## src/rtl/seq_multiplier.sv

```systemverilog
// Radix-2 shift-add sequential multiplier with valid/ready handshakes on both sides.
// Signed operands are reduced to magnitudes at capture and the product is sign-corrected at the end.
module seq_multiplier #(
  parameter int WIDTH = 8
) (
  input  logic               clk,
  input  logic               rst_n,
  input  logic               in_valid,
  output logic               in_ready,
  input  logic [WIDTH-1:0]   a,
  input  logic [WIDTH-1:0]   b,
  input  logic               signed_mode,
  output logic               out_valid,
  input  logic               out_ready,
  output logic [2*WIDTH-1:0] p,
  output logic               busy
);

  localparam int CW = $clog2(WIDTH + 1);
  localparam int PW = 2 * WIDTH;
  localparam logic [CW-1:0] LAST_ITER = CW'(WIDTH - 1);

  typedef enum logic [1:0] {
    IDLE = 2'd0,
    BUSY = 2'd1,
    DONE = 2'd2
  } state_t;

  state_t          state_r;
  state_t          state_next_s;
  logic [CW-1:0]   cnt_r;
  logic [PW-1:0]   mcand_r;
  logic [PW-1:0]   acc_r;
  logic [PW-1:0]   acc_sum_s;
  logic [WIDTH-1:0] mplier_r;
  logic            neg_r;
  logic            accept_s;
  logic            last_s;

  // The most negative value maps to 2^(WIDTH-1), which still fits as an unsigned WIDTH-bit magnitude.
  function automatic logic [WIDTH-1:0] magnitude(input logic [WIDTH-1:0] v, input logic is_signed);
    if (is_signed && v[WIDTH-1]) begin
      magnitude = ~v + WIDTH'(1);
    end else begin
      magnitude = v;
    end
  endfunction

  // State register.
  always_ff @(posedge clk or negedge rst_n) begin
    if (!rst_n) begin
      state_r <= IDLE;
    end else begin
      state_r <= state_next_s;
    end
  end

  // Next-state logic.
  always_comb begin
    state_next_s = state_r;
    case (state_r)
      IDLE: begin
        if (in_valid) begin
          state_next_s = BUSY;
        end else begin
          state_next_s = IDLE;
        end
      end
      BUSY: begin
        if (cnt_r == LAST_ITER) begin
          state_next_s = DONE;
        end else begin
          state_next_s = BUSY;
        end
      end
      DONE: begin
        if (out_ready) begin
          state_next_s = IDLE;
        end else begin
          state_next_s = DONE;
        end
      end
      default: state_next_s = IDLE;
    endcase
  end

  // Output decode from the state register.
  always_comb begin
    in_ready  = 1'b0;
    out_valid = 1'b0;
    busy      = 1'b1;
    case (state_r)
      IDLE: begin
        in_ready = 1'b1;
        busy     = 1'b0;
      end
      BUSY: busy = 1'b1;
      DONE: out_valid = 1'b1;
      default: begin
        in_ready  = 1'b0;
        out_valid = 1'b0;
      end
    endcase
  end

  // Partial-product adder and control qualifiers.
  always_comb begin
    accept_s = in_valid && (state_r == IDLE);
    last_s   = (state_r == BUSY) && (cnt_r == LAST_ITER);
    if (mplier_r[0]) begin
      acc_sum_s = acc_r + mcand_r;
    end else begin
      acc_sum_s = acc_r;
    end
  end

  // Operand capture, one shift-add iteration per cycle, and result load.
  always_ff @(posedge clk or negedge rst_n) begin
    if (!rst_n) begin
      cnt_r    <= {CW{1'b0}};
      mcand_r  <= {PW{1'b0}};
      acc_r    <= {PW{1'b0}};
      mplier_r <= {WIDTH{1'b0}};
      neg_r    <= 1'b0;
      p        <= {PW{1'b0}};
    end else begin
      case (state_r)
        IDLE: begin
          if (accept_s) begin
            mcand_r  <= {{WIDTH{1'b0}}, magnitude(a, signed_mode)};
            mplier_r <= magnitude(b, signed_mode);
            neg_r    <= signed_mode & (a[WIDTH-1] ^ b[WIDTH-1]);
            acc_r    <= {PW{1'b0}};
            cnt_r    <= {CW{1'b0}};
          end
        end
        BUSY: begin
          acc_r    <= acc_sum_s;
          mcand_r  <= mcand_r << 1;
          mplier_r <= mplier_r >> 1;
          cnt_r    <= cnt_r + CW'(1);
          if (last_s) begin
            p <= neg_r ? (~acc_sum_s + PW'(1)) : acc_sum_s;
          end
        end
        default: begin
          cnt_r <= cnt_r;
        end
      endcase
    end
  end

endmodule

```

## config.mk

```make
export PLATFORM = sky130hd
export DESIGN_NAME = seq_multiplier
export DESIGN_NICKNAME = d
export VERILOG_FILES = /design/src/rtl/seq_multiplier.sv
export SDC_FILE = /design/constraint.sdc
export NUM_CORES = 1
export LEC_CHECK = 0
export ABC_AREA = 0
export BUFFER_PORTS_ARGS = -buffer_cell sky130_fd_sc_hd__buf_4
export CORE_UTILIZATION = 36
export DETAILED_ROUTE_END_ITERATION = 10
export PLACE_DENSITY = 0.55
export SYNTH_ARGS = -nofsm -noshare
export SYNTH_HDL_FRONTEND = slang
export SYNTH_SLANG_ARGS = --single-unit
```

## constraint.sdc

```tcl
create_clock -name clk -period 2.96 [get_ports clk]
set_clock_uncertainty 0.1 [all_clocks]
set_input_delay 0.592 -clock clk [delete_from_list [all_inputs] [get_ports clk]]
set_output_delay 0.592 -clock clk [all_outputs]
set_load 0.01 [all_outputs]
```

---- Word level (Yosys, flattened, before mapping) ----
Cells that the tools add are included.
operators by class
  add/sub/neg operators ................... 5
  equality and inequality tests ........... 4
  multiplexer cells ....................... 19
  bitwise operators ....................... 5
  reductions and logical operators ........ 9
operator list
  cell                                                              count
  16-bit two-way mux                                                4
  16-bit one-hot mux with 2 select lines                            2
  8-bit two-way mux                                                 3
  16-bit by 1-bit adder with 16-bit output (second input constant)  1
  16-bit adder                                                      1
  8-bit by 1-bit adder with 8-bit output (second input constant)    2
  16-bit NOT                                                        1
  8-bit NOT                                                         2
  8-bit one-hot mux with 2 select lines                             1
  4-bit one-hot mux with 2 select lines                             1
  2-bit one-hot mux with 3 select lines                             1
  2-bit AND reduction                                               3
  4-bit by 1-bit adder with 4-bit output (second input constant)    1
  4-bit by 3-bit == test with 1-bit output (second input constant)  1
  1-bit logical AND                                                 4
  1-bit two-way mux                                                 4
  2-bit two-way mux                                                 2
  4-bit two-way mux                                                 1
  2-bit by 1-bit == test with 1-bit output (second input constant)  1
  2-bit == test (second input constant)                             1
  2-bit logical NOT                                                 1
  2-bit inequality test (second input constant)                     1
  2-bit nonzero test                                                1
  1-bit AND                                                         1
  1-bit bitwise XOR                                                 1
word-level totals
  register bits ........................... 63
  output and inout bits ................... 19
  word-level logic and storage cells ...... 49

---- Depth between registers and ports, before layout ----
  depth after elaboration ................. 5
  gate-level depth with buffers ........... 12
  gate-level depth less buffers ........... 12

---- Worst setup path after synthesis ----
OpenSTA, ideal clock, no wires.
  path type ............................... flip-flop to flip-flop
  start ................................... register mcand_r[0]
  end ..................................... register p[15]
  library setup time ...................... 0.121 ns
  arrival ................................. 2.982 ns
  data required time ...................... 2.739 ns
  slack ................................... -0.243 ns
  stages on the path, launching flop included .. 13
  period minus slack after synthesis ...... 3.203 ns
  path through ............................ dfrtp_1 > ha_1 > fa_1 > a21o_1 > a221oi_2 > nor3_1 > o31a_1 > nor2_1 > xnor2_1 > mux2_2 > o41a_1 > xnor2_1 > o21ai_1
between the ends
  cells in the longest elaborated chain, start to end .. 5
ends and longest elaborated chain
  item                                      line  RTL
  start, declared                           32    logic [PW-1:0] mcand_r;
  start signal, assigned                    121   mcand_r <= {PW{1'b0}};
  start signal, assigned                    130   mcand_r <= {{WIDTH{1'b0}}, magnitude(a, signed_mode)};
  start signal, assigned                    139   mcand_r <= mcand_r << 1;
  16-bit adder (*)                          111   acc_sum_s = acc_r + mcand_r;
  16-bit two-way mux (*)                    110   if (mplier_r[0]) begin
  16-bit NOT                                143   p <= neg_r ? (~acc_sum_s + PW'(1)) : acc_sum_s;
  16-bit by 1-bit adder with 16-bit output  143
  16-bit two-way mux (*)                    143
  end signal, assigned                      125   p <= {PW{1'b0}};
  end signal, assigned                      143
  end, declared                             15    output logic [2*WIDTH-1:0] p,
Every way passes the cells marked *; elsewhere a longest branch is shown, timed or not.
A chain may end at the register's enable or synchronous reset.

---- Final worst setup path ----
  start ................................... register acc_r[0]
  end ..................................... register p[15]
between the ends
  cells in the longest elaborated chain, start to end .. 5
ends and longest elaborated chain
  item                                      line  RTL
  start, declared                           33    logic [PW-1:0] acc_r;
  start signal, assigned                    122   acc_r <= {PW{1'b0}};
  start signal, assigned                    133   acc_r <= {PW{1'b0}};
  start signal, assigned                    138   acc_r <= acc_sum_s;
  16-bit adder                              111
  16-bit two-way mux (*)                    110
  16-bit NOT                                143
  16-bit by 1-bit adder with 16-bit output  143
  16-bit two-way mux (*)                    143
Marked as above.

==> impl_metrics.json <==
{
  "rsz0062_at_grt": "true",
  "setup_slack_ns": -0.287,
  "synth_warnings": 0,
  "clock_latency_ns": 0.34,
  "synth_area_per_cell_um2": 8.74,
  "numCtsBuffers": 9,
  "cts_buffer_depth": 2,
  "grt_start_max_net_pins": 64,
  "placed_cell_area_um2": 4920,
  "syn_to_final_growth_pct": 32.8,
  "fillCellCount": 1045,
  "whs_ns": 0.241,
  "wl_um": 9930,
  "place_hpwl_um": 7180,
  "clk_pin_slew_ns": 0.07,
  "initial_core_util": 0.368,
  "ys_ff_latch": 63,
  "outcome": "finished, violations left",
  "ys_types": 58,
  "p_leak_nw": 2.47,
  "place_inst": 680,
  "nets": 601,
  "cts_max_level": 3,
  "drive_above_1_share": 0.300,
  "crit_arrival_ns": 3.35,
  "grt_util_all_layers": 0.185,
  "clkSinkCount": 63,
  "min_period_over_period": 1.10,
  "worstPathCellList": "ha_2 -> fa_2 -> a21o_1 -> a221oi_4 -> nor2_1 -> a21o_1 -> a311oi_2 -> o41a_2 -> nand2b_4 -> o41a_1 -> xnor2_1 -> o21ai_1",
  "fp.dieH_um": 107,
  "critical_path_required_ns": 3.07,
  "grt-ovfl-total": 0,
  "violations": "negative setup slack",
  "grt_antenna_before_repair": 0,
  "core-area_um2": 10800,
  "first_pass_iters": 4,
  "synth_nets": 496,
  "endpoint_kind": "register",
  "fmax_ghz": 0.308,
  "ys.flop_type": "dfrtp_1",
  "yosysTopAreaCellShare": 0.397,
  "finalSetupViolCount": 7,
  "ys_seq_area_frac": 0.397,
  "routedWlPerCell_um": 14.1,
  "place.port_buffers": 39,
  "crit_slowest_cell": "dfrtp_1",
  "drc": 0,
  "cts_tree": "built",
  "vias": 3629,
  "hold_viol": 0,
  "crit_type": "reg -> reg",
  "synth_edf_count": 0,
  "num_rows": 38,
  "dieArea_um2": 11500,
  "final_util": 0.489,
  "total_power_mw": 6.41,
  "fin_cells": 704,
  "worst_pin_slew_ns": 0.853,
  "root_buffer": "clkbuf_8",
  "ys_async_sr_fraction": 1.00,
  "setup.worst_path.start_class": "register",
  "dr.first_iter.drc_count": 176,
  "crit_fanout": 5,
  "peakVddDrop_uv": 726,
  "hold_class": "in -> async",
  "final_antenna_net_count": 0,
  "yosysTopAreaCell": "dfrtp_1",
  "post-route-cell-area_um2": 5280,
  "via_per_inst": 5.15,
  "relSlewSlack": 0.431,
  "syn-cell-area_um2": 3980,
  "crit_top_cell": "a21o_1",
  "power_density_nw_per_um2": 1220,
  "io_pins": 40,
  "synth.area.top_cells": "dfrtp_1 40%, o21ai_0 8.4%, nand2_1 6.3%, ha_1 6.0%, xnor2_1 5.9%",
  "layout_min_cycle_time_ns": 3.25,
  "postSynthCellCount": 455,
  "antennaDiodeCount": 0,
  "drv_cap": 0,
  "grt_pass1_wl_um": 16600,
  "drv_slew": 0,
  "gp_congestion": 0.858,
  "crit_path_max_incr_delay_ns": 0.40,
  "chipWidth_um": 107,
  "grt_pass1_vias": 3458,
  "synth_common_cells": "67 x nand2_1, 67 x o21ai_0, 63 x dfrtp_1, 28 x nand3_1, 27 x xnor2_1"
}
metrics by stage:
| step | TNS, ns | setup WS, ns |
|---|---|---|
| global placement | -0.830 | -0.207 |
| finish | -1.06 | -0.287 |
| CTS | -1.13 | -0.284 |
| detailed placement | -1.31 | -0.295 |
| global route | -2.45 | -0.411 |
| floorplan | -0.0943 | -0.0943 |
final cells by class:
type | instances | area (um^2) | area share
Inverter | 12 | 45.0 | 0.00853
Sequential cell | 63 | 1580 | 0.299
Clock inverter | 3 | 17.5 | 0.00332
Tap cell | 140 | 175 | 0.0332
Multi-Input combinational cell | 357 | 2420 | 0.459
Clock buffer | 12 | 165 | 0.0313
Timing Repair Buffer | 117 | 878 | 0.166
cells by family after synthesis:
family,share of synthesized area
AND/OR/NAND/NOR,0.185
AO/OA/AOI/OAI,0.216
flip-flops,0.397
buffers and inverters,0.0390
XOR/XNOR,0.0727
adder cells (fa/ha/maj),0.0648
multiplexers,0.0258
registers in the layout, indices dropped and copies added (netlist names):
name	flops
p	16
mcand_r	16
mplier_r	8
acc_r	16
cnt_r	4
state_r	2
neg_r	1
metal layers:
layer / vias up / GRT usage / part of all wire
met5: - / 0 / 0
met3: 13 / 0.0267 / 0.046
met2: 80 / 0.289 / 0.45
met4: 0 / 0.0685 / 0.015
li1: 1845 / - / -
met1: 1691 / 0.259 / 0.49
worst max-delay path, delay by kind of cell (launching register included):
kind	cells	cell delay [ns]
compound gates	7	1.72
fa+ha+maj	2	0.53
flops	1	0.40
simple gates	2	0.19
xor+xnor	1	0.17
report_power, final:
part	switching (mW)	leakage (nW)	total, mW	internal, mW
combinational	2.06	1.56	4.16	2.10
sequential	0.333	0.812	1.56	1.23
clock	0.330	0.0942	0.696	0.365
total	2.72	2.46	6.41	3.69
repair_timing:
item                                    in CTS  in global routing
endpoints found under the setup margin       7                 11
resized for setup                           12                 14
pin swaps                                   14                 15
setup buffers                                6                  3
cloned                                       0                  0
hold buffers                                 0                  0
placed cells by master (no fill, tap or decap), types with 12 or more instances in the layout:
master,instances
a21oi_1,12
clkbuf_8,12
buf_4,117
ha_1,15
nand3_1,26
a22oi_1,14
xnor2_1,25
nor2_1,22
dfrtp_1,63
nand2_1,66
o21ai_0,59
path summary, 6_finish.rpt:
check / from / to / slack, ns / cells past startpoint
setup / recovery: acc_r[0] / p[15] / -0.29 / 12
hold / removal: rst_n / p[11] / 0.24 / 1
setup reg to reg: acc_r[0] / p[15] / -0.29 / 12
hold reg to reg: p[6] / p[6] / 0.38 / 2
max in group asynchronous: rst_n / acc_r[1] / 1.98 / 1
min in group clk: out_ready / state_r[1] / 0.34 / 2
No activity file was read; power rests on OpenSTA's default activity.
